===== src/rtl/gray_pkg.sv =====
// gray_pkg: shared types and helpers for the Gray-code counter slice.
//
// Contents:
//   GRAY_MAX_W  - widest counter the helpers handle (32 bits)
//   conv_dir_e  - conversion direction selector for gray_conv
//   bin2gray()  - binary to reflected Gray, masked to a runtime width
//   gray2bin()  - reflected Gray to binary, masked to a runtime width
//   popcount()  - number of set bits within a runtime width
//
// The helpers work on a fixed 32-bit container and mask to the requested
// width, so one definition serves every counter width up to GRAY_MAX_W.
package gray_pkg;

  localparam int unsigned GRAY_MAX_W = 32;

  typedef enum logic {
    ConvBin2Gray = 1'b0,
    ConvGray2Bin = 1'b1
  } conv_dir_e;

  // Mask with the low w bits set; w >= GRAY_MAX_W yields all ones.
  function automatic logic [GRAY_MAX_W-1:0] width_mask(input int unsigned w);
    logic [GRAY_MAX_W-1:0] m;
    m = '0;
    for (int unsigned i = 0; i < GRAY_MAX_W; i++) begin
      if (i < w) m[i] = 1'b1;
    end
    return m;
  endfunction

  function automatic logic [GRAY_MAX_W-1:0] bin2gray(input logic [GRAY_MAX_W-1:0] b,
                                                      input int unsigned          w);
    logic [GRAY_MAX_W-1:0] bm;
    bm = b & width_mask(w);
    return bm ^ (bm >> 1);
  endfunction

  // Prefix XOR from the MSB down; bits above w are masked to zero so they do
  // not contribute to the running parity.
  function automatic logic [GRAY_MAX_W-1:0] gray2bin(input logic [GRAY_MAX_W-1:0] g,
                                                      input int unsigned          w);
    logic [GRAY_MAX_W-1:0] gm;
    logic [GRAY_MAX_W-1:0] b;
    logic                  acc;
    gm  = g & width_mask(w);
    b   = '0;
    acc = 1'b0;
    for (int i = GRAY_MAX_W - 1; i >= 0; i--) begin
      acc  = acc ^ gm[i];
      b[i] = acc;
    end
    return b;
  endfunction

  function automatic int unsigned popcount(input logic [GRAY_MAX_W-1:0] v,
                                           input int unsigned          w);
    logic [GRAY_MAX_W-1:0] vm;
    int unsigned           n;
    vm = v & width_mask(w);
    n  = 0;
    for (int unsigned i = 0; i < GRAY_MAX_W; i++) begin
      n += 32'(vm[i]);
    end
    return n;
  endfunction

endpackage : gray_pkg


===== src/rtl/gray_conv.sv =====
// gray_conv: combinational binary <-> reflected Gray converter.
//
// Parameters:
//   Width - code width in bits (2 .. GRAY_MAX_W)
//   Dir   - ConvBin2Gray: out = in ^ (in >> 1)
//           ConvGray2Bin: out[W-1] = in[W-1]; out[i] = out[i+1] ^ in[i]
//
// Ports:
//   in_i  - input code word
//   out_o - converted code word
module gray_conv
  import gray_pkg::*;
#(
  parameter int unsigned Width = 4,
  parameter conv_dir_e   Dir   = ConvBin2Gray
) (
  input  logic [Width-1:0] in_i,
  output logic [Width-1:0] out_o
);

  if (Dir == ConvBin2Gray) begin : gen_bin2gray
    assign out_o = in_i ^ (in_i >> 1);
  end else begin : gen_gray2bin
    // Running parity from the MSB down avoids reading out_o inside its own
    // always_comb block.
    always_comb begin
      logic acc;
      out_o = '0;
      acc   = 1'b0;
      for (int i = Width - 1; i >= 0; i--) begin
        acc      = acc ^ in_i[i];
        out_o[i] = acc;
      end
    end
  end

endmodule : gray_conv


===== src/rtl/gray_counter.sv =====
// gray_counter: registered up/down counter presenting binary and Gray views.
//
// Counts in binary and derives the Gray code of the next value before the
// register, so bin_o and gray_o always update on the same edge and gray_o is
// glitch-free (suitable as a CDC FIFO pointer).
//
// Parameters:
//   WIDTH   - counter width in bits (2 .. GRAY_MAX_W)
//   RST_VAL - binary value taken on reset
//
// Ports:
//   clk         - rising-edge clock
//   rst         - synchronous active-high reset
//   en_i        - count enable, one step per cycle
//   up_i        - 1 = increment, 0 = decrement
//   load_i      - synchronous load strobe (overrides en_i)
//   load_gray_i - 1 = ld_val_i is Gray-encoded, 0 = binary
//   ld_val_i    - load value
//   bin_o       - registered binary count
//   gray_o      - registered Gray count (bin_o ^ (bin_o >> 1))
//   wrap_o      - one-cycle pulse after a modulo wrap step
//   chg_o       - mask of gray_o bits that changed on the last edge
//   sat_o       - (GRAY_CNT_SATURATE_EN only) enabled step blocked at a bound
//
// Build option:
//   GRAY_CNT_SATURATE_EN - when defined, counting saturates at 0 and
//                          2^WIDTH-1 instead of wrapping, and sat_o exists.
//
// Edge priority: rst > load_i > en_i > hold.
module gray_counter
  import gray_pkg::*;
#(
  parameter int unsigned WIDTH   = 4,
  parameter int unsigned RST_VAL = 0
) (
  input  logic             clk,
  input  logic             rst,
  input  logic             en_i,
  input  logic             up_i,
  input  logic             load_i,
  input  logic             load_gray_i,
  input  logic [WIDTH-1:0] ld_val_i,
  output logic [WIDTH-1:0] bin_o,
  output logic [WIDTH-1:0] gray_o,
  output logic             wrap_o,
  output logic [WIDTH-1:0] chg_o
`ifdef GRAY_CNT_SATURATE_EN
  ,
  output logic             sat_o
`endif
);

  localparam logic [WIDTH-1:0] RstBin  = WIDTH'(RST_VAL);
  localparam logic [WIDTH-1:0] RstGray = RstBin ^ (RstBin >> 1);
  localparam logic [WIDTH-1:0] One     = WIDTH'(1);

  logic [WIDTH-1:0] bin_q, bin_d;
  logic [WIDTH-1:0] gray_q, gray_d;
  logic [WIDTH-1:0] chg_q, chg_d;
  logic             wrap_q, wrap_d;
  logic [WIDTH-1:0] ld_bin;
  logic             at_max, at_min;
`ifdef GRAY_CNT_SATURATE_EN
  logic             sat_q, sat_d;
`endif

  // Load path: decode a Gray-encoded load value back to binary.
  gray_conv #(
    .Width(WIDTH),
    .Dir  (ConvGray2Bin)
  ) u_ld_conv (
    .in_i (ld_val_i),
    .out_o(ld_bin)
  );

  // Output path: Gray code of the next count, registered with bin_q.
  gray_conv #(
    .Width(WIDTH),
    .Dir  (ConvBin2Gray)
  ) u_out_conv (
    .in_i (bin_d),
    .out_o(gray_d)
  );

  assign at_max = &bin_q;
  assign at_min = ~|bin_q;

  always_comb begin
    bin_d  = bin_q;
    wrap_d = 1'b0;
`ifdef GRAY_CNT_SATURATE_EN
    sat_d  = 1'b0;
`endif
    if (load_i) begin
      bin_d = load_gray_i ? ld_bin : ld_val_i;
    end else if (en_i) begin
      if (up_i) begin
`ifdef GRAY_CNT_SATURATE_EN
        if (at_max) begin
          sat_d = 1'b1;
        end else begin
          bin_d = bin_q + One;
        end
`else
        bin_d  = bin_q + One;
        wrap_d = at_max;
`endif
      end else begin
`ifdef GRAY_CNT_SATURATE_EN
        if (at_min) begin
          sat_d = 1'b1;
        end else begin
          bin_d = bin_q - One;
        end
`else
        bin_d  = bin_q - One;
        wrap_d = at_min;
`endif
      end
    end
  end

  // Hold and saturated steps leave gray unchanged, so the mask is naturally
  // zero there; a count step flips exactly one Gray bit; a load may flip many.
  assign chg_d = gray_q ^ gray_d;

  always_ff @(posedge clk) begin
    if (rst) begin
      bin_q  <= RstBin;
      gray_q <= RstGray;
      wrap_q <= 1'b0;
      chg_q  <= '0;
`ifdef GRAY_CNT_SATURATE_EN
      sat_q  <= 1'b0;
`endif
    end else begin
      bin_q  <= bin_d;
      gray_q <= gray_d;
      wrap_q <= wrap_d;
      chg_q  <= chg_d;
`ifdef GRAY_CNT_SATURATE_EN
      sat_q  <= sat_d;
`endif
    end
  end

  assign bin_o  = bin_q;
  assign gray_o = gray_q;
  assign wrap_o = wrap_q;
  assign chg_o  = chg_q;
`ifdef GRAY_CNT_SATURATE_EN
  assign sat_o  = sat_q;
`endif

endmodule : gray_counter


===== config.mk =====
export PLATFORM = sky130hd
export DESIGN_NAME = gray_counter
export DESIGN_NICKNAME = d
export VERILOG_FILES = /design/src/rtl/gray_pkg.sv /design/src/rtl/gray_conv.sv /design/src/rtl/gray_counter.sv
export SDC_FILE = /design/constraint.sdc
export NUM_CORES = 1
export LEC_CHECK = 0
export CAP_MARGIN = 0
export CORE_MARGIN = 5
export CORE_UTILIZATION = 41
export DETAILED_ROUTE_END_ITERATION = 6
export GPL_ROUTABILITY_DRIVEN = 0
export PLACE_DENSITY_LB_ADDON = 0.05
export SLEW_MARGIN = 20
export SYNTH_ARGS = -nofsm -noshare
export SYNTH_HDL_FRONTEND = slang
export SYNTH_SLANG_ARGS = --single-unit

===== constraint.sdc =====
create_clock -name clk -period 2.62 [get_ports clk]
set_clock_uncertainty 0.1 [all_clocks]
set_input_delay 0.524 -clock clk [delete_from_list [all_inputs] [get_ports clk]]
set_output_delay 0.524 -clock clk [all_outputs]
set_load 0.01 [all_outputs]

==> results of run 1 <==
stage by stage:
step	hold WS [ns]	std cells	power, mW
floorplan	0.454	78	0.368
global placement	0.434	130	0.481
detailed placement	0.450	130	0.486
CTS	0.467	133	0.594
global route	0.494	133	0.628
finish	0.460	133	0.586
logic make-up (layout without fill, tap and decap cells):
group                      after synthesis  in the layout
and+or+nand+nor                         28             28
adders and majority gates                3              3
muxes                                    2              2
DFF                                     12             12
AOI/OAI and AO/OA                       12             12
xor gates and xnor gates                11             11
buffers and inverters                   10             40
Yosys cell counts:
cell type / n
a221oi_2: 1
a211oi_1: 1
xnor2_1: 2
or4b_1: 1
nor2b_1: 3
nor3_2: 1
nor4_1: 1
nand2_1: 1
fa_1: 1
nand3b_1: 1
clkbuf_1: 1
a211o_1: 1
buf_6: 1
dfxtp_1: 12
buf_2: 1
a31o_2: 1
nor2_1: 13
mux2i_1: 1
mux2_1: 1
ha_1: 2
a22o_1: 1
a2bb2oi_1: 1
a21oi_1: 3
o21ai_0: 1
xnor3_1: 2
xor3_1: 1
nand4_1: 2
a21o_1: 1
or3_1: 1
o211ai_1: 1
inv_1: 5
nor4b_1: 1
nor3b_1: 1
buf_4: 2
nor4bb_1: 1
nand3_1: 1
xor2_1: 6
cell type report:
type / count / area, µm²
clock buffer: 3 / 22.5
fill: 170 / 666
multi-input combinational: 56 / 453
inverter: 5 / 18.8
tap: 25 / 31.3
timing repair buffer: 32 / 295
sequential: 12 / 240
how the worst max path moves through the flow:
stage               cells past startpoint  slack (ns)        to  start
CTS                                     9        0.16  chg_o[2]   up_i
global placement                        9       -0.08  chg_o[2]   up_i
global route                            9        0.02  chg_o[2]   up_i
finish                                  9        0.17  chg_o[2]   up_i
floorplan                               5        0.40  chg_o[1]   up_i
detailed placement                      9       -0.12  chg_o[2]   up_i
registers in the layout (all words and copies together), names as in the netlist:
| signal | cells |
|---|---|
| bin_o | 4 |
| chg_o | 4 |
| gray_o | 3 |
| wrap_o | 1 |
worst max-delay path, stage by stage:
cell,delay (ns)
clkdlybuf4s50_1,0.53
inv_1,0.08
buf_4,0.13
ha_1,0.30
a21o_1,0.18
a221oi_2,0.28
nor3_2,0.10
xor3_1,0.34
nor2_1,0.09
routing by layer:
| metal | wire (µm) | up-vias |
|---|---|---|
| met5 | 0 | - |
| met4 | 12 | 0 |
| met3 | 84 | 2 |
| met2 | 717 | 15 |
| met1 | 686 | 282 |
| li1 | - | 331 |
power groups by stage:
stage	sequential (mW)	combinational (mW)	clock [mW]
6_report	0.228	0.251	0.107
5_1_grt	0.232	0.276	0.121
3_5_place_dp	0.232	0.254	0
2_1_floorplan	0.244	0.124	0
4_1_cts	0.228	0.255	0.112
3_3_place_gp	0.231	0.250	0
==> flow_summary.ini, run 1 <==
[synth]
synth_seq_cells = 12
synthCells = 78
yosys-top-cells-area = dfxtp_1, xor2_1, nor2_1
muxShareOfSynthArea_pct = 2.85
yosys_warnings = 0
synthSimpleGateAreaFrac_pct = 20.8
syn_area_um2 = 747
ys_types = 37
synth_fa_ha_area_share_pct = 6.03
yosysTopAreaCell = dfxtp_1
syn-num-nets = 91
ys_seq_area_share_pct = 32.2
synth_compound_area_share_pct = 12.4
yosys.area_share.xor_xnor_pct = 18.6
synth_top_area_share_pct = 32.2
synth_top_family_by_area = simple AND/OR/NAND/NOR gates
syn_avg_cell_area_um2 = 9.58

[min_path]
min-delay-start = gray_o[1]
hp-class = reg -> reg
whs_path_depth = 2
hold_end = chg_o[1]

[clocking]
h-tree-depth = 1
cts_tree = yes
clk_path_buf_depth = 2
clock-root-buffer = clkbuf_4
ctsResizeCount = 0
insertion_delay_ns = 0.27
clk_pin_slew_ns = 0.06
postCtsHoldBufs = 0
cts_buffers = 3
clkSinkCount = 12
cts_setup_buffers = 0

[critical_path]
end_kind = register
cp.required_ns = 2.72
ff2ff_path_depth = 7
crit_path_start_kind = input pin
path_class = in -> reg
rrSetupSlack_ns = 0.51
rr_endpoint = chg_o[1]
arrival_ns = 2.55
worstReg2RegStart = bin_o[1]
worstPathMaxFanout = 3

[pwr]
pwr-share-seq_pct = 38.8
p_leak_nw = 0.458
p_clk_share_pct = 18.3
comb_power_share_pct = 42.9
p_sw_uw = 168
vdd_drop_max_mv = 0.471
powerDensity_nw_per_um2 = 552
switching_share_pct = 28.7
p_int_uw = 418

[layout]
final_common_cell = clkdlybuf4s50_1
drive_gt1_share_pct = 14.8
post-route-cell-area_um2 = 1060
area_growth_pct = 42.0
antenna_cells = 0
fin_nets = 123
fin_util_pct = 61.4
final_cell_mix = clkdlybuf4s50_1, nor2_1, dfxtp_1, buf_4, xor2_1

[detailed_routing]
ant_nets = 0
remaining_drc_errors = 0
wirelength_um = 1500
avgViaCountPerCell = 4.74
drt_iter0_markers = 7
vias = 630
routedWlPerCell_um = 11.3
dr.pass1.iters = 4

[timing]
tightest_slew_ns = 0.428
fin_tns_setup_ns = 0
rsz0062_at_grt = no
maxSlewHeadroom_pct = 71.4
setup_slack_ns = 0.174
setup_viol = 0
finalHoldViolations = 0
period_share_pct = 93.4
fmax_mhz = 409
finalCriticalPeriod_ns = 2.45
slew_viol_final = 0

[global_route]
antenna_found_initial = 0
first_global_vias = 597
grt_use_total_pct = 12.6
grt_pass1_wl_um = 2610
met1_usage_pct = 16.4
grt_max_degree = 14
grtUsageMet2_pct = 19.6
overflow = 0
use_met3_pct = 5.13
top_usage_layer = met2

[floorplanning]
core_area_um2 = 1730
row_count = 15
die_h_um = 52.7
initial_core_util_pct = 43.3
dieArea_um2 = 2780
ios = 23
die_x_um = 52.7

[status]
status = completed

[placed_design]
dp_hpwl_um = 1230
io_buffers = 22
placed_cell_area_um2 = 1040
dp_slack_ns = -0.120

[job]
drv_cap = 0
Power figures use the tool's default switching activity.
==> inputs of run 2 (changes only) <==
--- a/config.mk
+++ b/config.mk
@@ -6,12 +6,13 @@
 export NUM_CORES = 1
 export LEC_CHECK = 0
 export CAP_MARGIN = 0
-export CORE_MARGIN = 5
 export CORE_UTILIZATION = 41
 export DETAILED_ROUTE_END_ITERATION = 6
 export GPL_ROUTABILITY_DRIVEN = 0
 export PLACE_DENSITY_LB_ADDON = 0.05
+export REMOVE_ABC_BUFFERS = 1
 export SLEW_MARGIN = 20
 export SYNTH_ARGS = -nofsm -noshare
 export SYNTH_HDL_FRONTEND = slang
+export SYNTH_HIERARCHICAL = 1
 export SYNTH_SLANG_ARGS = --single-unit
==> run 2 against run 1 <==
  * Area after synthesis decreased by 0.50%
  * Highest routed layer unchanged
  * Routed wire length decreased by 5.5%
  * Worst hold slack got worse by 0.052 ns
  * Register-to-register slack got worse by 0.02 ns
  * Final area increased by 1.5%
  * Synthesized cell count decreased by 3.8%
  * Setup slack got worse by 0.090 ns
==> flow_summary.ini, run 2 <==
[pwr]
p_sw_uw = 190
switching_share_pct = 30.5
powerDensity_nw_per_um2 = 579
comb_power_share_pct = 39.7
vdd_drop_max_mv = 0.252
power_uw = 624
p_leak_nw = 0.450
pwr-share-seq_pct = 40.5
p_int_uw = 434
p_clk_share_pct = 19.8

[detailed_routing]
met1Wirelength_um = 639
avgViaCountPerCell = 4.80
remaining_drc_errors = 0
wirelength_um = 1420
drt_iter0_markers = 11
met2_length_um = 709
highest_layer = met4
vias = 619
routedWlPerCell_um = 11.0
ant_nets = 0
dr.pass1.iters = 4
wl_met3_um = 49

[critical_path]
crit_end = chg_o[2]
rrSetupSlack_ns = 0.49
max_stage_delay_ns = 0.53
ff2ff_path_depth = 7
cp_num_buf_inv = 2
worstPathMaxFanout = 3
cp_top_family = simple AND/OR/NAND/NOR gates
cp_cell_sequence = clkdlybuf4s50_1, inv_1, ha_1, a21o_1, or4b_4, nand3_2, xor2_2, xnor2_1, nor2_1
end_kind = register
worstReg2RegStart = bin_o[1]
path_depth = 9
cp.required_ns = 2.68
slowest_stage = or4b_4
startpoint = up_i
arrival_ns = 2.60
path_class = in -> reg
crit_path_start_kind = input pin
rr_endpoint = chg_o[2]

[clocking]
postCtsHoldBufs = 0
insertion_delay_ns = 0.28
clock-root-buffer = clkbuf_4
cts_buffers = 3
cts_setup_buffers = 0
clk_pin_slew_ns = 0.08
clkSinkCount = 13
clk_path_buf_depth = 2
ctsResizeCount = 0
h-tree-depth = 1
cts_tree = yes

[synth]
syn_area_um2 = 743
yosysTopAreaCell = dfxtp_1
synth_top_family_by_area = XOR/XNOR gates
synth_compound_area_share_pct = 13.1
synth_common_cells = dfxtp_1, nor2_1, xor2_1
synth_edf_count = 0
syn_avg_cell_area_um2 = 9.91
synthSimpleGateAreaFrac_pct = 15.3
yosys_warnings = 6
muxShareOfSynthArea_pct = 6.90
yosys_most_used_dff = dfxtp_1
async_reset_ff_share_pct = 0
yosys-top-cells-area = dfxtp_1, xor2_1, xnor2_1
synth_fa_ha_area_share_pct = 6.06
ys_seq_area_share_pct = 35.0
synth_most_common_cell = dfxtp_1
synthCells = 75
synth_seq_cells = 13
ys_types = 26
yosys.area_share.xor_xnor_pct = 17.5
synth_top_area_share_pct = 35.0

[job]
drv_cap = 0

[global_route]
first_global_vias = 533
grt_max_degree = 14
grt_use_total_pct = 15.5
overflow = 0
grt_pass1_wl_um = 2190
antenna_found_initial = 0

[floorplanning]
die_x_um = 44.6
initial_core_util_pct = 43.5
core_area_um2 = 1710
dieArea_um2 = 1990
ios = 23
row_count = 15
die_h_um = 44.6

[layout]
final_common_cell = clkdlybuf4s50_1
area_growth_pct = 44.9
drive_gt1_share_pct = 22.1
antenna_cells = 0
fin_nets = 118
final_cell_mix = clkdlybuf4s50_1, dfxtp_1, buf_4, nor2_1

[placed_design]
io_buffers = 22

[timing]
finalCriticalPeriod_ns = 2.54
rsz0062_at_grt = no
setup_viol = 0
maxSlewHeadroom_pct = 67.6
finalHoldViolations = 0
fin_tns_setup_ns = 0
period_share_pct = 96.8
fmax_mhz = 394
tightest_slew_ns = 0.484
slew_viol_final = 0

[status]
status = completed

[min_path]
hp-class = reg -> reg
[run 2: changes by cell type after synthesis, sizes merged, moves of 3 or more]
cell / previous run / this run
nor2: 13 / 7
nor2b: 3 / 6
xnor2: 2 / 6
mux2i: 1 / 4
a211oi: 1 / 5
inv: 5 / 2
[run 2: layout make-up]
class,instances,area [µm²]
multi-input combinational,54,463
clock buffer,3,22.5
inverter,2,7.51
fill,154,631
sequential,13,260
tap,25,31.3
timing repair buffer,31,288
clock inverter,1,5.00
[run 2: stage by stage]
stage          setup WS [ns]  instance area (µm²)  cells  utilization, %  hold slack, ns
2_1_floorplan          0.254                  706     69               -           0.438
3_3_place_gp          -0.283                 1020    125            60.0           0.382
3_5_place_dp          -0.290                 1020    125            60.0           0.393
4_1_cts               0.0111                 1050    129            61.6           0.412
5_1_grt              0.00417                 1080    129            63.1           0.443
6_report              0.0842                 1080    129            63.1           0.408
[run 2: worst min path at each step]
stage,cells past startpoint,slack (ns),end,startpoint
2_1_floorplan,2,0.44,chg_o[3],gray_o[3]
3_3_place_gp,2,0.38,chg_o[2],gray_o[2]
3_5_place_dp,2,0.39,chg_o[2],gray_o[2]
4_1_cts,2,0.41,chg_o[2],gray_o[2]
5_1_grt,2,0.44,chg_o[1],gray_o[1]
6_report,2,0.41,chg_o[2],gray_o[2]
[run 2: power by group through the flow]
stage	sequential (mW)	combinational, mW	clock, mW
3_5_place_dp	0.258	0.239	0
4_1_cts	0.253	0.240	0.126
5_1_grt	0.257	0.269	0.141
3_3_place_gp	0.256	0.235	0
6_report	0.253	0.248	0.124
2_1_floorplan	0.270	0.108	0
[run 2: worst reg2reg max path, delay by kind of cell (launching register included)]
| kind | cells | cell delay, ns |
|---|---|---|
| xor+xnor | 2 | 0.30 |
| fa+ha+maj | 1 | 0.29 |
| flops | 1 | 0.47 |
| simple gates | 4 | 0.87 |
[run 2: metal layers]
metal | up-vias | track usage [%]
met5 | - | 0
met2 | 19 | 24.7
li1 | 317 | -
met3 | 2 | 3.67
met1 | 281 | 19.0
met4 | 0 | 9.09
[run 2: cell families after synthesis]
family	count (synthesis)
mux	5
buf+inv	8
xor+xnor	14
fa+ha+maj	3
simple gates	19
flops	13
compound gates	13
